==> src/rtl/fg_prog_sequencer.sv <==
// rtl/fg_prog_sequencer.sv - floating-gate program/erase pulse sequencer
module fg_prog_sequencer #(
  parameter int ROW_BITS  = 5,
  parameter int COL_BITS  = 6,
  parameter int CNT_BITS  = 12,
  parameter int MEAS_BITS = 10
) (
  input  logic                 clk,
  input  logic                 rst_n,
  input  logic                 cmd_valid,
  output logic                 cmd_ready,
  input  logic [ROW_BITS-1:0]  cmd_row,
  input  logic [COL_BITS-1:0]  cmd_col,
  input  logic                 cmd_tun,
  input  logic [MEAS_BITS-1:0] cmd_target,
  input  logic [7:0]           cmd_max_pulses,
  input  logic [CNT_BITS-1:0]  settle_cyc,
  input  logic [CNT_BITS-1:0]  pulse_cyc,
  input  logic                 abort,
  output logic                 meas_req,
  input  logic                 meas_ack,
  input  logic [MEAS_BITS-1:0] meas_val,
  output logic [ROW_BITS-1:0]  row_addr,
  output logic [COL_BITS-1:0]  col_addr,
  output logic                 prog_mode,
  output logic                 vinj_pulse,
  output logic                 vtun_pulse,
  output logic                 busy,
  output logic                 done,
  output logic [1:0]           status,
  output logic [7:0]           pulses_used
);

  typedef enum logic [2:0] {
    S_IDLE, S_SETUP, S_PULSE, S_RECOVER, S_MEASURE, S_DONE
  } state_t;

  state_t               r_state;
  state_t               w_next;
  logic [CNT_BITS-1:0]  r_cnt, w_cnt_nxt;
  logic [7:0]           r_used, w_used_nxt;
  logic [1:0]           r_status, w_status_nxt;
  logic                 w_accept;
  logic [CNT_BITS-1:0]  w_pulse_len;

  logic [ROW_BITS-1:0]  r_row;
  logic [COL_BITS-1:0]  r_col;
  logic                 r_tun;
  logic [MEAS_BITS-1:0] r_target;
  logic [7:0]           r_max;
  logic [CNT_BITS-1:0]  r_settle, r_pulse;

  logic r_cmd_ready, r_busy, r_done, r_prog_mode, r_vinj, r_vtun, r_meas_req;

  // A zero pulse length still yields one pulse cycle; counter counts down to 0.
  assign w_pulse_len = (r_pulse == '0) ? '0 : r_pulse - CNT_BITS'(1);

  // Next-state, timer, pulse counter and status decisions
  always_comb begin
    w_next       = r_state;
    w_cnt_nxt    = r_cnt;
    w_used_nxt   = r_used;
    w_status_nxt = r_status;
    w_accept     = 1'b0;
    case (r_state)
      S_IDLE: begin
        if (cmd_valid && r_cmd_ready) begin
          w_accept     = 1'b1;
          w_next       = S_SETUP;
          w_cnt_nxt    = settle_cyc;
          w_used_nxt   = '0;
          w_status_nxt = 2'b00;
        end
      end
      S_SETUP: begin
        if (r_cnt == '0) begin
          if (r_tun) begin
            w_next    = S_PULSE;
            w_cnt_nxt = w_pulse_len;
          end else begin
            w_next = S_MEASURE;
          end
        end else begin
          w_cnt_nxt = r_cnt - CNT_BITS'(1);
        end
      end
      S_PULSE: begin
        if (r_cnt == '0) begin
          if (r_tun) begin
            w_next       = S_DONE;
            w_status_nxt = 2'b10;
          end else begin
            w_next     = S_RECOVER;
            w_cnt_nxt  = r_settle;
            w_used_nxt = r_used + 8'd1;
          end
        end else begin
          w_cnt_nxt = r_cnt - CNT_BITS'(1);
        end
      end
      S_RECOVER: begin
        if (r_cnt == '0) w_next = S_MEASURE;
        else             w_cnt_nxt = r_cnt - CNT_BITS'(1);
      end
      S_MEASURE: begin
        if (meas_ack && r_meas_req) begin
          if (meas_val >= r_target) begin
            w_next       = S_DONE;
            w_status_nxt = 2'b00;
          end else if (r_used == r_max) begin
            w_next       = S_DONE;
            w_status_nxt = 2'b01;
          end else begin
            w_next    = S_PULSE;
            w_cnt_nxt = w_pulse_len;
          end
        end
      end
      S_DONE:  w_next = S_IDLE;
      default: w_next = S_IDLE;
    endcase
    // Abort overrides every decision above while an operation is in flight.
    if (abort && (r_state != S_IDLE) && (r_state != S_DONE)) begin
      w_next       = S_DONE;
      w_status_nxt = 2'b11;
      w_cnt_nxt    = r_cnt;
      w_used_nxt   = r_used;
    end
  end

  // State, command latches and registered outputs decoded from the next state
  always_ff @(posedge clk or negedge rst_n) begin
    if (!rst_n) begin
      r_state     <= S_IDLE;
      r_cnt       <= '0;
      r_used      <= '0;
      r_status    <= '0;
      r_row       <= '0;
      r_col       <= '0;
      r_tun       <= 1'b0;
      r_target    <= '0;
      r_max       <= '0;
      r_settle    <= '0;
      r_pulse     <= '0;
      r_cmd_ready <= 1'b1;
      r_busy      <= 1'b0;
      r_done      <= 1'b0;
      r_prog_mode <= 1'b0;
      r_vinj      <= 1'b0;
      r_vtun      <= 1'b0;
      r_meas_req  <= 1'b0;
    end else begin
      r_state  <= w_next;
      r_cnt    <= w_cnt_nxt;
      r_used   <= w_used_nxt;
      r_status <= w_status_nxt;
      if (w_accept) begin
        r_row    <= cmd_row;
        r_col    <= cmd_col;
        r_tun    <= cmd_tun;
        r_target <= cmd_target;
        r_max    <= cmd_max_pulses;
        r_settle <= settle_cyc;
        r_pulse  <= pulse_cyc;
      end
      r_cmd_ready <= (w_next == S_IDLE);
      r_busy      <= (w_next != S_IDLE);
      r_done      <= (w_next == S_DONE);
      r_prog_mode <= (w_next == S_SETUP) || (w_next == S_PULSE) || (w_next == S_RECOVER);
      r_vinj      <= (w_next == S_PULSE) && !r_tun;
      r_vtun      <= (w_next == S_PULSE) && r_tun;
      r_meas_req  <= (w_next == S_MEASURE);
    end
  end

  assign cmd_ready   = r_cmd_ready;
  assign busy        = r_busy;
  assign done        = r_done;
  assign prog_mode   = r_prog_mode;
  assign vinj_pulse  = r_vinj;
  assign vtun_pulse  = r_vtun;
  assign meas_req    = r_meas_req;
  assign row_addr    = r_row;
  assign col_addr    = r_col;
  assign status      = r_status;
  assign pulses_used = r_used;

endmodule
==> config.mk <==
export PLATFORM = sky130hd
export DESIGN_NAME = fg_prog_sequencer
export DESIGN_NICKNAME = d
export VERILOG_FILES = /design/src/rtl/fg_prog_sequencer.sv
export SDC_FILE = /design/constraint.sdc
export NUM_CORES = 1
export LEC_CHECK = 0
export ABC_AREA = 1
export CAP_MARGIN = 25
export CELL_PAD_IN_SITES_DETAIL_PLACEMENT = 0
export CELL_PAD_IN_SITES_GLOBAL_PLACEMENT = 2
export CORE_UTILIZATION = 32
export DETAILED_ROUTE_END_ITERATION = 16
export GPL_TIMING_DRIVEN = 0
export PLACE_DENSITY_LB_ADDON = 0.1
export SKIP_CTS_REPAIR_TIMING = 1
export SLEW_MARGIN = 20
export SYNTH_ARGS = -nofsm -noshare
export SYNTH_HDL_FRONTEND = slang
export SYNTH_SLANG_ARGS = --single-unit
==> constraint.sdc <==
create_clock -name clk -period 5.7 [get_ports clk]
set_input_delay 1.14 -clock clk [delete_from_list [all_inputs] [get_ports clk]]
set_output_delay 1.14 -clock clk [all_outputs]
set_load 0.05 [all_outputs]
=== After elaboration in Yosys (flattened, before gate mapping) ===
Cells that the tools add are included.

* Logic and storage cells: 105
* Bits in registers: 86
* Input bits: 69
* Output and inout bits: 28

* Reductions and logical operators: 21
* Bitwise gates (word level): 1
* Magnitude comparators: 1
* Multiplexer cells: 36
* Equality and inequality tests: 25
* Add/sub/neg operators: 3

{| class="wikitable"
|+ Operator list
! kind !! count
|-
| 12-bit 2-to-1 mux || 10
|-
| 12-bit case mux with 5 select lines || 1
|-
| 3-bit 2-to-1 mux || 10
|-
| 12-bit logical NOT || 2
|-
| 8-bit 2-to-1 mux || 3
|-
| 12-bit by 1-bit subtractor with 12-bit output (second input constant) || 2
|-
| 3-bit != test (second input constant) || 7
|-
| 8-bit case mux with 2 select lines || 1
|-
| 3-bit case mux with 5 select lines || 1
|-
| 2-bit 2-to-1 mux || 7
|-
| 2-bit != test (second input constant) || 7
|-
| 3-bit by 2-bit == test with 1-bit output (second input constant) || 4
|-
| 10-bit >= comparator || 1
|-
| 3-bit == test (second input constant) || 3
|-
| 9-bit AND reduction || 1
|-
| 8-bit by 1-bit adder with 8-bit output (second input constant) || 1
|-
| 8-bit == test || 1
|-
| 3-bit by 1-bit == test with 1-bit output (second input constant) || 2
|-
| 1-bit logical AND || 6
|-
| 3-bit logical NOT || 2
|-
| 2-bit case mux with 3 select lines || 1
|-
| 6-bit AND reduction || 1
|-
| 3-bit nonzero test || 2
|-
| 5-bit AND reduction || 1
|-
| other kinds (8) || 10
|}

=== Depth between registers and ports, before layout ===
* Word-level depth: 9
* Gate-level depth with buffers: 16

=== Worst setup path before layout ===
OpenSTA, ideal clock, no wires.

* Path type: input to register
* Start point: in meas_val[9]
* End point: reg r_done, in the netlist done
* Path buffers: 0
* Path slack: 3.161 ns
* Arrival time: 2.426 ns
* Library setup time: 0.113 ns
* Stages on the path: 12
* Path through: ha_1 > a21o_1 > nor2_1 > nand3_1 > nand2_1 > nand2_1 > inv_1 > nand3_1 > nor2_1 > inv_1 > nand2_1 > inv_1

* Word-level cells in the longest chain between the ends: 6

{| class="wikitable"
|+ RTL lines
! element !! line !! RTL
|-
| from (decl) || 22 || <nowiki>input logic [MEAS_BITS-1:0] meas_val,</nowiki>
|-
| 10-bit >= comparator || 107 || <nowiki>if (meas_val >= r_target) begin</nowiki>
|-
| 3-bit 2-to-1 mux || 107 ||
|-
| 3-bit 2-to-1 mux || 106 || <nowiki>if (meas_ack && r_meas_req) begin</nowiki>
|-
| 3-bit case mux with 5 select lines || 65 || <nowiki>case (r_state)</nowiki>
|-
| 3-bit 2-to-1 mux || 123 || <nowiki>if (abort && (r_state != S_IDLE) && (r_state != S_DONE)) begin</nowiki>
|-
| net w_next[2] || 39 || <nowiki>state_t w_next;</nowiki>
|-
| 3-bit == test || 168 || <nowiki>r_done <= (w_next == S_DONE);</nowiki>
|-
| to (signal assigned) || 168 ||
|-
| to (decl) || 53 || <nowiki>logic r_cmd_ready, r_busy, r_done, r_prog_mode, r_vinj, r_vtun, r_meas_req;</nowiki>
|}

The timed path passes the listed nets, and every way through them passes these cells.
A chain may end at the register's enable or synchronous reset.

=== Final worst setup path ===
Same ends and word-level chain as after synthesis.

==> qor.txt <==
=================================================================================
Result of the run                                                    finished clean
Final worst clock skew                                                 0.01130 ns
Row count                                                                      45
DRC violations left                                                             0
Total Neg Setup Slack                                                        0 ns
WL final                                                                 13770 µm
Average cell area after synthesis                                       7.715 µm²
Wire length of the first global-routing pass                             22560 µm
Core utilization of the finished layout                                    0.4290
Number of instances in the synthesized netlist                                650
Antenna Diode Count                                                             0
Per-cell routed wire length                                              14.14 µm
Internal power summed over all cells                                     1.884 mW
Via count                                                                    4449
Number of cells traversed by the worst hold path                                2
Critical path endpoint                                                       done
Initial standard-cell utilization of the core                              0.3287
Number of optimization iterations in the first detailed-route pass              4
Clock latency of the later-clocked register in the worst-skew pair        0.36 ns
Count of final setup violators                                                  0
Via count normalized by instance count                                      4.568
Via count of the first global-routing pass                                   4328
Ratio of cells with drive above 1 in the final layout                      0.1075
Reg-to-reg critical path startpoint                                      r_cnt[0]
Estimated wirelength of the detail-placed design                         10450 µm
Classification of the worst-slack hold path                            reg -> reg
Sort of element at the end of the critical path                          register
Die ar.                                                                 16180 µm²
Antenna viol nets, final                                                        0
Final count of pins violating max slew                                          0
Measured slew at the worst slew-check pin                               0.6791 ns
Leakage power summed over all cells                                      3.147 nW
Buffer type at the clock tree root                                      clkbuf_16
Post-route design area                                                   6546 µm²
Routability Congestion                                                     0.7972
Type of the worst setup path                                            in -> reg
Data required, critical path                                              5.95 ns
Setup repair after global routing missed its margin                         false
Clock-pin slew on the worst setup and hold paths                          0.06 ns
Number of sinks driven by the clock tree                                       86
Number of primary I/O pins                                                     97
Largest area contributor in the netlist                                   dfrtp_1
Net Sw Frac                                                                0.4712
Initial DRC count                                                             203
Reported net switching power                                             1.679 mW
Core region area                                                        15260 µm²
Part of the total power dissipated in combinational logic                   0.540
Peak supply drop                                                        0.2090 mV
Chip Height                                                              127.2 µm
Power density of the placed cells                                    544.3 nW/µm²
Sequential cell fraction of total power                                     0.298
Worst-case register-to-register setup slack                               3.49 ns
Minimum period implied by the final worst setup slack                    2.902 ns
Clock H-tree levels                                                             3
Most frequent cells in the layout                                    221 x nand2_1, 95 x clkdlybuf4s50_1, 85 x dfrtp_1, 73 x inv_1, 40 x nand3_1
CTS tree                                                                      yes
Initial antenna violation count                                                 0
Worst relative slew slack                                                  0.5472
Die extent in x                                                          127.2 µm
Share of the clock period used by the worst path                           0.5092
Launching element type of the critical path                             input pin
Maximum number of pins on one net before global-route repair                   56
Post-synth top area share                                                  0.4242
Capture point of the worst reg-to-reg path                           pulses_used[2]
Proportion of power drawn by the clock network                              0.161
Number of synthesis warnings                                                    0
Cell count of the worst reg-to-reg path                                        11
Maximum Capacitance Violations                                                  0
Net total in the final layout                                                 840
Max Clk Rate                                                           0.3445 GHz
Maximum fanout along the worst path                                             3
Num CTS Buffers                                                                 9
Maximum buffer depth of the clock tree                                          2
Gr ovfl total                                                                   0
Netlist area before placement                                            5015 µm²
DP Area                                                                  6269 µm²
Flops & latches, synth                                                         86
Arrival time at the worst endpoint                                        3.15 ns
Area grow syn2layout                                                       30.54%
Crit path launch                                                      meas_val[9]
Cell types occupying the most area after synthesis                   dfrtp_1 42%, nand2_1 17%, inv_1 5.5%
Port bufs                                                                      96
Portion of the post-synthesis area used by sequential elements             0.4294
Endpoints failing hold                                                          0
Post-synth cell types                                                          39
Commonest non-fill, non-tap cell in the layout                            nand2_1
Post-synthesis net count                                                      732
Overall global routing resource usage                                      0.1833
=================================================================================
## logic make-up (layout without fill, tap and decap cells)
logic type | Yosys count | count (layout) | synth area share
DFF | 86 | 86 | 0.4294
and+or+nand+nor | 344 | 344 | 0.3061
AOI/OAI and AO/OA | 78 | 78 | 0.09631
buffers and inverters | 101 | 214 | 0.08683
adders and majority gates | 13 | 13 | 0.03244
xor gates and xnor gates | 28 | 28 | 0.04890
## cell usage after synthesis
master / count
nand2_1: 221
dfrtp_1: 85
inv_1: 73
nand3_1: 40
o21ai_0: 39
nor2_1: 34
xor2_1: 23
o21ai_2: 14
ha_1: 13
nand2_2: 13
nand4_1: 13
inv_2: 9
a21oi_1: 8
clkbuf_1: 7
buf_2: 6
nor3_1: 6
nor2_2: 5
xnor2_1: 5
o21ai_1: 4
o31ai_1: 4
nor2_4: 3
o211ai_1: 3
buf_12: 2
nand2_4: 2
nand3_4: 2
nor2_8: 2
o22ai_1: 2
a211oi_1: 1
a21o_1: 1
a21oi_2: 1
a21oi_4: 1
and2_1: 1
buf_6: 1
clkinv_2: 1
dfstp_2: 1
inv_4: 1
inv_6: 1
nor3_2: 1
nor4_1: 1
## area by class of cell
class | instances | area (µm²)
fill | 1614 | 8712
clock buffer | 12 | 246.5
timing repair buffer | 97 | 989.7
tap | 211 | 264.0
multi-input combinational | 463 | 2426
sequential | 86 | 2153
buffer | 16 | 107.6
inverter | 85 | 327.8
clock inverter | 4 | 31.28
## per-layer routing
metal | global-route usage | vias to the layer above | share of wire
met1 | 0.2468 | 2054 | 0.48
li1 | - | 2274 | -
met4 | 0.06162 | 0 | 0.014
met5 | 0 | - | 0
met3 | 0.05025 | 17 | 0.063
met2 | 0.2841 | 104 | 0.44
## stage by stage
stage | power (mW) | setup WS, ns | hold WS [ns] | instances
finish | 3.563 | 2.798 | 0.4744 | 974
global route | 3.881 | 2.540 | 0.4965 | 974
CTS | 3.606 | 2.741 | 0.4782 | 974
floorplan | 2.466 | 3.161 | 0.4422 | 650
detailed placement | 3.011 | 2.364 | 0.4620 | 958
global placement | 2.990 | -0.07456 | 0.4538 | 957
## state kept, by name, summed over array words and instances (netlist names)
signal,cells
r_max,8
vtun_pulse,1
pulses_used,8
r_state,3
vinj_pulse,1
prog_mode,1
meas_req,1
cmd_ready,1
r_pulse,12
status,2
done,1
busy,1
r_tun,1
r_target,10
r_cnt,12
r_settle,12
row_addr,5
col_addr,6
## power by group through the flow
stage	clock, mW	combinational, mW	sequential (mW)
5_1_grt	0.619	2.16	1.10
3_3_place_gp	0	1.92	1.07
2_1_floorplan	0	1.20	1.27
6_report	0.575	1.93	1.06
3_5_place_dp	0	1.94	1.07
4_1_cts	0.591	1.95	1.06
## worst min-delay path by stage
stage          slack (ns)     endpoint   startpoint
3_5_place_dp         0.46  row_addr[2]  row_addr[2]
6_report             0.47  row_addr[0]  row_addr[0]
4_1_cts              0.48  r_settle[1]  r_settle[1]
3_3_place_gp         0.45  row_addr[4]  row_addr[4]
5_1_grt              0.50  row_addr[3]  row_addr[3]
2_1_floorplan        0.44  r_settle[7]  r_settle[7]
## worst max-delay path: stages
cell	delay (ns)
clkdlybuf4s50_1	0.41
ha_1	0.31
a21o_1	0.18
nor2_1	0.12
nand3_1	0.18
nand2_1	0.13
nand2_1	0.14
inv_1	0.08
nand3_1	0.08
nor2_1	0.18
inv_1	0.09
nand2_1	0.06
inv_1	0.04
(Power assumes the default switching activity.)
